<file path="src/rtl/mul_arbiter_if.sv">
// Bundle between the multiplier arbiter, its two requesters and the shared
// multiplier. The slave modport is the arbiter's view; master is the far side.
interface mul_arbiter_if #(
    parameter int WIDTH = 16
);
    logic               Req0;
    logic               Req1;
    logic [WIDTH-1:0]   A0;
    logic [WIDTH-1:0]   B0;
    logic [WIDTH-1:0]   A1;
    logic [WIDTH-1:0]   B1;
    logic               Done0;
    logic               Done1;
    logic [2*WIDTH-1:0] Result;
    logic               Busy;
    logic [WIDTH-1:0]   MulA;
    logic [WIDTH-1:0]   MulB;
    logic               MulSt;
    logic [2*WIDTH-1:0] MulProduto;

    modport slave (
        input  Req0, Req1, A0, B0, A1, B1, MulProduto,
        output Done0, Done1, Result, Busy, MulA, MulB, MulSt
    );

    modport master (
        output Req0, Req1, A0, B0, A1, B1, MulProduto,
        input  Done0, Done1, Result, Busy, MulA, MulB, MulSt
    );
endinterface

</file>
<file path="src/rtl/mul_arbiter.sv">
// Round-robin arbiter sharing one fixed-latency multiplier between two requesters.
// Ports: Clk, Reset (async active-low), bus (mul_arbiter_if.slave: requests,
// operands, Done pulses, Result, Busy, multiplier operands/strobe/product).
module mul_arbiter #(
    parameter int WIDTH   = 16,
    parameter int LATENCY = 33
) (
    input  logic         Clk,
    input  logic         Reset,
    mul_arbiter_if.slave bus
);

    localparam logic [1:0] S_IDLE  = 2'd0;
    localparam logic [1:0] S_START = 2'd1;
    localparam logic [1:0] S_WAIT  = 2'd2;
    localparam logic [1:0] S_DONE  = 2'd3;

    localparam int CW = (LATENCY > 1) ? $clog2(LATENCY) : 1;

    logic [1:0]         state_q, state_d;
    logic [CW-1:0]      cnt_q, cnt_d;
    logic               last_q, last_d;
    logic               grant_q, grant_d;
    logic [WIDTH-1:0]   mula_q, mula_d;
    logic [WIDTH-1:0]   mulb_q, mulb_d;
    logic [2*WIDTH-1:0] result_q, result_d;
    logic               done0_q, done0_d;
    logic               done1_q, done1_d;
    logic               pick;

    // Contested: the side that did not win last time; otherwise whoever asks.
    assign pick = (bus.Req0 && bus.Req1) ? ~last_q : bus.Req1;

    always_comb begin
        state_d  = state_q;
        cnt_d    = cnt_q;
        last_d   = last_q;
        grant_d  = grant_q;
        mula_d   = mula_q;
        mulb_d   = mulb_q;
        result_d = result_q;
        done0_d  = 1'b0;
        done1_d  = 1'b0;
        unique case (state_q)
            S_IDLE: begin
                if (bus.Req0 || bus.Req1) begin
                    grant_d = pick;
                    mula_d  = pick ? bus.A1 : bus.A0;
                    mulb_d  = pick ? bus.B1 : bus.B0;
                    state_d = S_START;
                end
            end
            S_START: begin
                cnt_d   = CW'(LATENCY - 1);
                state_d = S_WAIT;
            end
            S_WAIT: begin
                if (cnt_q == '0) begin
                    result_d = bus.MulProduto;
                    state_d  = S_DONE;
                end else begin
                    cnt_d = cnt_q - CW'(1);
                end
            end
            S_DONE: begin
                // Done is registered, so it pulses in the cycle after DONE.
                done0_d = ~grant_q;
                done1_d = grant_q;
                last_d  = grant_q;
                state_d = S_IDLE;
            end
            default: state_d = S_IDLE;
        endcase
    end

    always_ff @(posedge Clk or negedge Reset) begin
        if (!Reset) begin
            state_q  <= S_IDLE;
            cnt_q    <= '0;
            last_q   <= 1'b1;
            grant_q  <= 1'b0;
            mula_q   <= '0;
            mulb_q   <= '0;
            result_q <= '0;
            done0_q  <= 1'b0;
            done1_q  <= 1'b0;
        end else begin
            state_q  <= state_d;
            cnt_q    <= cnt_d;
            last_q   <= last_d;
            grant_q  <= grant_d;
            mula_q   <= mula_d;
            mulb_q   <= mulb_d;
            result_q <= result_d;
            done0_q  <= done0_d;
            done1_q  <= done1_d;
        end
    end

    assign bus.MulA   = mula_q;
    assign bus.MulB   = mulb_q;
    assign bus.MulSt  = (state_q == S_START);
    assign bus.Busy   = (state_q != S_IDLE);
    assign bus.Result = result_q;
    assign bus.Done0  = done0_q;
    assign bus.Done1  = done1_q;

endmodule

</file>
<file path="src/flat_wrapper.sv">
// flat-port wrapper written by rule: the top's interface ports become plain ports
module mul_arbiter_flat 
#(
    parameter int WIDTH   = 16,
    parameter int LATENCY = 33
)
  (Clk, Reset, bus_Req0, bus_Req1, bus_A0, bus_B0, bus_A1, bus_B1, bus_MulProduto, bus_Done0, bus_Done1, bus_Result, bus_Busy, bus_MulA, bus_MulB, bus_MulSt);
  mul_arbiter_if #(.WIDTH(WIDTH)) bus_i ();
  input  logic Clk;
  input  logic Reset;
  input wire logic [$bits(bus_i.Req0)-1:0] bus_Req0;
  input wire logic [$bits(bus_i.Req1)-1:0] bus_Req1;
  input wire logic [$bits(bus_i.A0)-1:0] bus_A0;
  input wire logic [$bits(bus_i.B0)-1:0] bus_B0;
  input wire logic [$bits(bus_i.A1)-1:0] bus_A1;
  input wire logic [$bits(bus_i.B1)-1:0] bus_B1;
  input wire logic [$bits(bus_i.MulProduto)-1:0] bus_MulProduto;
  output wire logic [$bits(bus_i.Done0)-1:0] bus_Done0;
  output wire logic [$bits(bus_i.Done1)-1:0] bus_Done1;
  output wire logic [$bits(bus_i.Result)-1:0] bus_Result;
  output wire logic [$bits(bus_i.Busy)-1:0] bus_Busy;
  output wire logic [$bits(bus_i.MulA)-1:0] bus_MulA;
  output wire logic [$bits(bus_i.MulB)-1:0] bus_MulB;
  output wire logic [$bits(bus_i.MulSt)-1:0] bus_MulSt;
  assign bus_i.Req0 = bus_Req0;
  assign bus_i.Req1 = bus_Req1;
  assign bus_i.A0 = bus_A0;
  assign bus_i.B0 = bus_B0;
  assign bus_i.A1 = bus_A1;
  assign bus_i.B1 = bus_B1;
  assign bus_i.MulProduto = bus_MulProduto;
  assign bus_Done0 = bus_i.Done0;
  assign bus_Done1 = bus_i.Done1;
  assign bus_Result = bus_i.Result;
  assign bus_Busy = bus_i.Busy;
  assign bus_MulA = bus_i.MulA;
  assign bus_MulB = bus_i.MulB;
  assign bus_MulSt = bus_i.MulSt;
  mul_arbiter #(.WIDTH(WIDTH), .LATENCY(LATENCY)) u_core (.Clk(Clk), .Reset(Reset), .bus(bus_i));
endmodule
</file>
<file path="config.mk">
export PLATFORM = sky130hd
export DESIGN_NAME = mul_arbiter_flat
export DESIGN_NICKNAME = d
export VERILOG_FILES = /design/src/rtl/mul_arbiter_if.sv /design/src/rtl/mul_arbiter.sv /design/src/flat_wrapper.sv
export SDC_FILE = /design/constraint.sdc
export NUM_CORES = 1
export LEC_CHECK = 0
export CAP_MARGIN = 30
export CORE_UTILIZATION = 33
export DETAILED_ROUTE_END_ITERATION = 16
export PLACE_DENSITY_LB_ADDON = 0.15
export SKIP_LAST_GASP = 1
export SYNTH_ARGS = -nofsm -noshare
export SYNTH_HDL_FRONTEND = slang
export SYNTH_SLANG_ARGS = --single-unit
</file>
<file path="constraint.sdc">
create_clock -name Clk -period 4.3 [get_ports Clk]
set_input_delay 0.86 -clock Clk [delete_from_list [all_inputs] [get_ports Clk]]
set_output_delay 0.86 -clock Clk [all_outputs]
set_load 0.02 [all_outputs]
</file>
# Word level (Yosys, flattened, before mapping)
# Cells that the tools add are included.
[classes]
n_addsub = 1
mul = 0
div = 0
n_lt_le_gt_ge = 0
n_eq_ne = 6
shift = 0
muxes = 10
bitwise = 2
n_reduce_logical = 10
[op_table]
columns = ["cell", "count"]
rows = [
  ["$mux 16", 2],
  ["$pmux 6 s2", 1],
  ["$pmux 2 s4", 1],
  ["$reduce_and 2->1", 4],
  ["$logic_not 6->1", 1],
  ["$mux 6", 1],
  ["$sub 6x1->6 const B", 1],
  ["$eq 2x2->1 const B", 2],
  ["$mux 2", 2],
  ["$ne 2x1->1 const B", 2],
  ["$reduce_bool 2->1", 2],
  ["$mux 1", 3],
  ["$eq 2x1->1 const B", 1],
  ["$logic_not 2->1", 1],
  ["$ne 2x2->1 const B", 1],
  ["$not 1->1", 2],
  ["$logic_and 1x1->1", 1],
  ["$logic_or 1x1->1", 1],
]
[totals]
register_bits = 76
latch_bits = 0
mem_bits_rw = 0
romBits = 0
input_bits = 100
output_inout_bits = 68
wordCells = 38
n_memories = 0

# Depth between registers and ports, before layout
# Gate-level depths: netlist of the first run.
[logic_depth]
ltp_word = 3
mapped_depth = 7
mapped_depth_nobuf = 5

# Least setup slack after synthesis of the first run
# Ideal clock, no wire load.
[synth_path]
path_type = "flip-flop to flip-flop"
start = "register u_core.cnt_q[0]"
end = "register u_core.result_q[10], in the netlist u_core.bus.Result[10]"
setup_ns = 0.125
t_arrival_ns = 1.853
t_required_ns = 4.175
slack_ns = 2.321
path_stages_with_launch = 8
path_buffers = 2
synth_period_minus_slack_ns = 1.979
cell_sequence = "dfrtp_1 > inv_1 > ha_1 > or3b_4 > or3_1 > buf_6 > buf_12 > mux2_4"
[synth_via]
elab_chain_cells = 2
[synth_rtl]
columns = ["element", "line", "text"]
rows = [
  ["from (decl)", "mul_arbiter.sv:21", "logic [CW-1:0] cnt_q, cnt_d;"],
  ["from (signal assigned)", "mul_arbiter.sv:89", "cnt_q <= cnt_d;"],
  ["$logic_not 6->1", "mul_arbiter.sv:58", "if (cnt_q == '0) begin"],
  ["$reduce_and 2->1 (no line)", "-", ""],
  ["to (signal assigned)", "mul_arbiter.sv:94", "result_q <= result_d;"],
  ["to (decl)", "mul_arbiter.sv:26", "logic [2*WIDTH-1:0] result_q, result_d;"],
]
# Every way passes these cells.
# A chain may end at the register's enable or synchronous reset.

# Final worst setup path of the first run
[layout_path]
start = "register u_core.state_q[0]"
end = "output bus_Busy"
[layout_via]
elab_chain_cells = 1
[layout_rtl]
columns = ["element", "line", "text"]
rows = [
  ["from (decl)", "mul_arbiter.sv:20", "logic [1:0] state_q, state_d;"],
  ["from (signal assigned)", "mul_arbiter.sv:88", "state_q <= state_d;"],
  ["$reduce_bool 2->1", "mul_arbiter.sv:103", "assign bus.Busy = (state_q != S_IDLE);"],
  ["to (decl)", "flat_wrapper.sv:21", "output wire logic [$bits(bus_i.Busy)-1:0] bus_Busy;"],
]
# Every way passes these cells.

==> results of run 1 <==
[cell families after synthesis]
family / Yosys count / share of synthesized area, %
AOI/OAI and AO/OA: 44 / 7.03
and+or+nand+nor: 49 / 6.56
muxes: 71 / 24.9
DFF: 76 / 54.8
adders and majority gates: 7 / 2.52
buffers and inverters: 22 / 4.11
[cells in the final DEF (no fill, tap or decap), types with 2 or more instances in the layout]
| cell | instances |
|---|---|
| inv_6 | 2 |
| clkinvlp_4 | 2 |
| ha_1 | 7 |
| nand2_1 | 36 |
| inv_1 | 6 |
| mux2_4 | 30 |
| clkbuf_8 | 9 |
| mux2_2 | 4 |
| buf_4 | 3 |
| dfrtp_1 | 75 |
| nand2b_1 | 3 |
| mux2i_1 | 37 |
| o21ai_0 | 36 |
| clkdlybuf4s50_1 | 166 |
[power breakdown]
part	total (mW)	switching, mW	internal [mW]	leakage [nW]
sequential	1.26	0.194	1.07	0.914
combinational	1.93	0.906	1.03	1.46
clock	0.557	0.280	0.277	0.0984
[worst max-delay path by stage]
stage                            end  slack [ns]               from  depth (start not counted)
3_5_place_dp     u_core.bus.MulB[11]        1.39           bus_Req1                          5
5_1_grt                     bus_Busy        1.55  u_core.state_q[0]                          4
6_report                    bus_Busy        1.63  u_core.state_q[0]                          4
3_3_place_gp      u_core.bus.MulB[8]        1.43           bus_Req1                          5
4_1_cts                     bus_Busy        1.61  u_core.state_q[0]                          4
2_1_floorplan  u_core.bus.Result[10]        2.32    u_core.cnt_q[0]                          7
[registers in the layout (all words and copies together) (netlist names)]
signal and cells:
u_core.bus.Done0 1, u_core.bus.Result 32, u_core.grant_q 1, u_core.last_q 1, u_core.state_q 2, u_core.bus.MulA 16
u_core.cnt_q 6, u_core.bus.Done1 1, u_core.bus.MulB 16
[synth_stat cells]
| cell | instances |
|---|---|
| a211oi_1 | 1 |
| buf_2 | 3 |
| nand2_1 | 36 |
| buf_6 | 1 |
| o2bb2ai_1 | 1 |
| and4bb_2 | 1 |
| clkbuf_1 | 9 |
| nor2_1 | 1 |
| and4_1 | 1 |
| nand2b_1 | 3 |
| or2_2 | 1 |
| mux2_2 | 4 |
| inv_1 | 6 |
| dfstp_2 | 1 |
| and2_1 | 1 |
| buf_12 | 3 |
| a21boi_0 | 1 |
| ha_1 | 7 |
| a22o_1 | 1 |
| o32a_1 | 1 |
| o21a_1 | 1 |
| mux2i_1 | 37 |
| nor3b_1 | 1 |
| nor2b_1 | 1 |
| a41oi_1 | 1 |
| dfrtp_1 | 75 |
| o21ai_0 | 37 |
| mux2_4 | 30 |
| or3_1 | 1 |
| or3b_4 | 1 |
| nor3_1 | 1 |
[final cells by class]
class / instances / area share, %
Clock buffer: 9 / 2.26
Clock inverter: 7 / 1.51
Inverter: 6 / 0.411
Multi-Input combinational cell: 171 / 26.4
Sequential cell: 76 / 34.7
Tap cell: 136 / 3.10
Timing Repair Buffer: 171 / 31.6
[per-stage QoR]
step | hold WS, ns | utilization [%] | area (µm²)
after CTS | 0.319 | 53.2 | 5460
final | 0.340 | 53.3 | 5480
after detailed placement | 0.470 | 51.1 | 5260
after global placement | 0.460 | 50.9 | 5230
after floorplan | 0.433 | - | 3470
after global routing | 0.322 | 53.3 | 5480
[routing by layer]
layer  vias up  share of wire [%]  global-route usage [%]
li1       1264                  -                       -
met1      1228                 42                    19.0
met2        76                 52                    27.1
met3         7                5.1                    4.43
met4         0               0.87                    4.59
met5         -                  0                       0
==> flow_summary.ini, run 1 <==
[timing]
fin_crit_sh_pct = 62.1
rsz0062_at_grt = no
setup_viol = 0
hold_viol = 0
final.setup_skew_ns = 0.00884
worst_pin_slew_ns = 0.757
slew_viol_final = 0
finalCriticalPeriod_ns = 2.67
setup_ws_ns = 1.63
max_freq_ghz = 0.375
relSlewSlack_pct = 49.4
finalSetupTns_ns = 0

[worst_setup_path]
path_delay_family = buffers and inverters
slowest_stage = clkdlybuf4s50_1
r2r_start = u_core.state_q[0]
critPathBufInv = 3
crit_chain = inv_1 > ha_1 > inv_1 > clkdlybuf4s50_1
ff2ff_path_depth = 6
rr_endpoint = u_core.bus.Result[21]
cp_max_fo = 4
r2r_setup_slack_ns = 2.07
cp.required_ns = 3.44
crit_type = flop to primary output
crit_top_cell = inv_1
arrival_ns = 1.81
cpPeakStageDelay_ns = 0.60
critPathCaptureType = primary output
start_kind = flop

[finish]
layout-drive-gt1-share_pct = 14.1
fin_cells = 576
seq_area_um2 = 1900
nNetsFinal = 542
n_fill_cell = 925
syn_to_final_growth_pct = 58.0
num_antenna_cells = 0
multi_input_area_um2 = 1450

[placement]
dp.cells = 559
gp_congestion = 0.787
hpwl_um = 6130
port-buffer-count = 167
pre_cts_ws_ns = 1.39

[power]
vdd_drop_max_v = 0.000354
power_mw = 3.75
p_leak_nw = 2.47
powerDensity_nw_per_um2 = 685

[route]
first_pass_iters = 4
wirelength_um = 8350
wire_per_inst_um = 14.5
num_vias = 2575
first_iter_violations = 90
drc = 0
drtAntennaViolNets = 0
via_per_inst = 4.47

[grt]
overflow = 0
grt_usage_pct = 15.7
grt_max_degree = 67
grt_pass1_wl_um = 13300
antenna_found_initial = 0
grt_pass1_vias = 2546

[floorplan]
die_y_um = 105
ios = 168
coreArea_um2 = 10300
fp.dieW_um = 105
rows = 37
initial_core_util_pct = 33.8
dieArea_um2 = 10900

[clock_network]
cts_tree = yes
post_cts_resized = 0
cts_buffer_depth = 2
post_cts_buffers = 0
cts_buffers = 9
hold_buffers = 0
cts_root_buf = clkbuf_8
cts.htree.levels = 3
path_clk_slew_ns = 0.08
clkSinkCount = 76
clk_latency_ns = 0.35

[logic_synthesis]
synth_area_leaders = dfrtp_1 (54%), mux2_4 (13%), mux2i_1 (11%)
ys_seq_elements = 76
yosysWarnings = 0
yosysTopAreaCell = dfrtp_1
synth_top_area_share_pct = 54.1
synth_area_per_cell_um2 = 12.9
syn_area_um2 = 3470
synthCells = 269
syn_nets = 376
synthDistinctLibCells = 31
yosysSeqAreaShare_pct = 54.8

[worst_hold_path]
hold_path.class = primary input to async pin

[outcome]
status = finished, final reports clean

[run]
cap_violations = 0
(Power assumes the default switching activity.)
==> inputs of run 2 (changes only) <==
clock period = 2.4 ns   (was 4.3 ns; I/O delays follow)
==> run 2 against run 1 <==
Combinational power grew 82%; first-iteration DRC count down 33%; largest power group unchanged; worst hold slack lost 0.28 ns; setup slack got worse by 1.5 ns; critical path type unchanged; clock skew about the same; non-clock buffer count is 2 higher; clock-buffer cell count rose by 1; clock power increased by 78%; design area rose by 0.50%; die area unchanged.
==> flow_summary.ini, run 2 (synthesized netlist as in run 1, its figures left out) <==
[outcome]
status = finished, final reports clean

[route]
num_vias = 2580
wire_per_inst_um = 14.8
dr_wl_met2_um = 4340
first_pass_iters = 4
drc = 0
drtAntennaViolNets = 0
via_per_inst = 4.46
highest_layer = met4
wl_met1_um = 3680
met3WireLength_um = 351
first_iter_violations = 60
wirelength_um = 8540

[timing]
final.setup_skew_ns = 0.00903
relSlewSlack_pct = 60.0
hold_viol = 0
setup_viol = 0
fin_crit_sh_pct = 93.9
rsz0062_at_grt = no
slew_viol_final = 0
worst_pin_slew_ns = 0.594
max_freq_ghz = 0.444
finalSetupTns_ns = 0
finalCriticalPeriod_ns = 2.25

[worst_setup_path]
crit_top_cell = inv_1
start_kind = flop
critPathBufInv = 3
crit_chain = inv_1 > ha_1 > inv_1 > clkdlybuf4s50_1
slowest_stage = clkdlybuf4s50_1
critPathCaptureType = primary output
cp_max_fo = 4
path_delay_family = buffers and inverters
arrival_ns = 1.77
cpPeakStageDelay_ns = 0.59
crit_type = flop to primary output
cp.required_ns = 1.92

[clock_network]
post_cts_resized = 0
clk_latency_ns = 0.34
path_clk_slew_ns = 0.08
cts_tree = yes
clkSinkCount = 76
cts.htree.levels = 3
cts_buffer_depth = 2
cts_buffers = 9
cts_root_buf = clkbuf_8
hold_buffers = 0
post_cts_buffers = 0

[floorplan]
initial_core_util_pct = 33.8
fp.dieW_um = 105
coreArea_um2 = 10300
rows = 37
ios = 168
die_y_um = 105
dieArea_um2 = 10900

[power]
vdd_drop_max_v = 0.000599
switching_power_mw = 2.47
p_leak_nw = 2.49
powerDensity_nw_per_um2 = 1230
swShare_pct = 36.5
clkPwrFrac_pct = 14.6
pwr-share-comb_pct = 51.8
seq_power_share_pct = 33.6
p_int_mw = 4.30

[worst_hold_path]
hold_path.class = primary input to async pin

[grt]
grt_usage_pct = 16.3
grt_pass1_wl_um = 13700
grt_pass1_vias = 2632
overflow = 0
grt_max_degree = 47
antenna_found_initial = 0

[finish]
syn_to_final_growth_pct = 58.8
fin_cells = 578
num_antenna_cells = 0
layout_commonest_cell = clkdlybuf4s50_1
layout_common_cells = clkdlybuf4s50_1 (166), dfrtp_1 (75), mux2i_1 (37)
nNetsFinal = 544
layout-drive-gt1-share_pct = 14.5
largest_reg_flops = 32

[placement]
port-buffer-count = 167
gp_congestion = 0.708
dp.cells = 562
hpwl_um = 6390

[run]
cap_violations = 0
run 2: final timing paths:
check | from | end | slack (ns) | cells past startpoint
max in group asynchronous | Reset | u_core.bus.Result[24] | 1.74 | 2
min in group Clk | u_core.bus.MulB[4] | u_core.bus.MulB[4] | 0.48 | 2
min reg2reg | u_core.bus.MulB[4] | u_core.bus.MulB[4] | 0.48 | 2
min | Reset | u_core.bus.Result[4] | 0.06 | 1
max | u_core.state_q[0] | bus_Busy | 0.15 | 4
max reg2reg | u_core.cnt_q[0] | u_core.bus.Result[27] | 0.25 | 6
run 2: metal layers:
metal | track usage (%) | vias to the layer above
met5 | 0 | -
met4 | 7.35 | 0
met3 | 2.74 | 13
met2 | 27.8 | 75
met1 | 20.1 | 1226
li1 | - | 1266
run 2: area by class of cell:
type / count / area (µm²)
clock inverter: 6 / 63.8
timing repair buffer: 173 / 1760
fill: 912 / 4770
tap: 136 / 170
clock buffer: 10 / 138
sequential: 76 / 1900
multi-input combinational: 171 / 1450
inverter: 6 / 22.5
run 2: per-stage QoR:
stage | power (mW) | setup slack [ns] | hold slack (ns) | area, µm² | util, %
final | 6.78 | 0.147 | 0.0576 | 5510 | 53.6
after detailed placement | 5.85 | 0.265 | 0.458 | 5310 | 51.7
after global routing | 7.24 | 0.0197 | 0.0913 | 5510 | 53.6
after floorplan | 4.17 | 0.421 | 0.184 | 3470 | -
after global placement | 5.80 | 0.278 | 0.455 | 5310 | 51.7
after CTS | 6.88 | 0.106 | 0.0721 | 5510 | 53.6
run 2: power groups by stage:
stage                     Clock [mW]  Combinational, mW  Sequential [mW]
after floorplan                    0               1.23             2.94
after global placement             0               3.52             2.28
after detailed placement           0               3.55             2.30
after CTS                       1.02               3.57             2.28
after global routing            1.08               3.79             2.37
final                          0.991               3.51             2.27
run 2: worst register-to-register path, cell delays in order (launching register included):
cell and delay, ns:
dfrtp_1 0.41, inv_1 0.09, ha_1 0.13, or3b_4 0.40
or3_2 0.45, buf_12 0.21, mux2_4 0.34
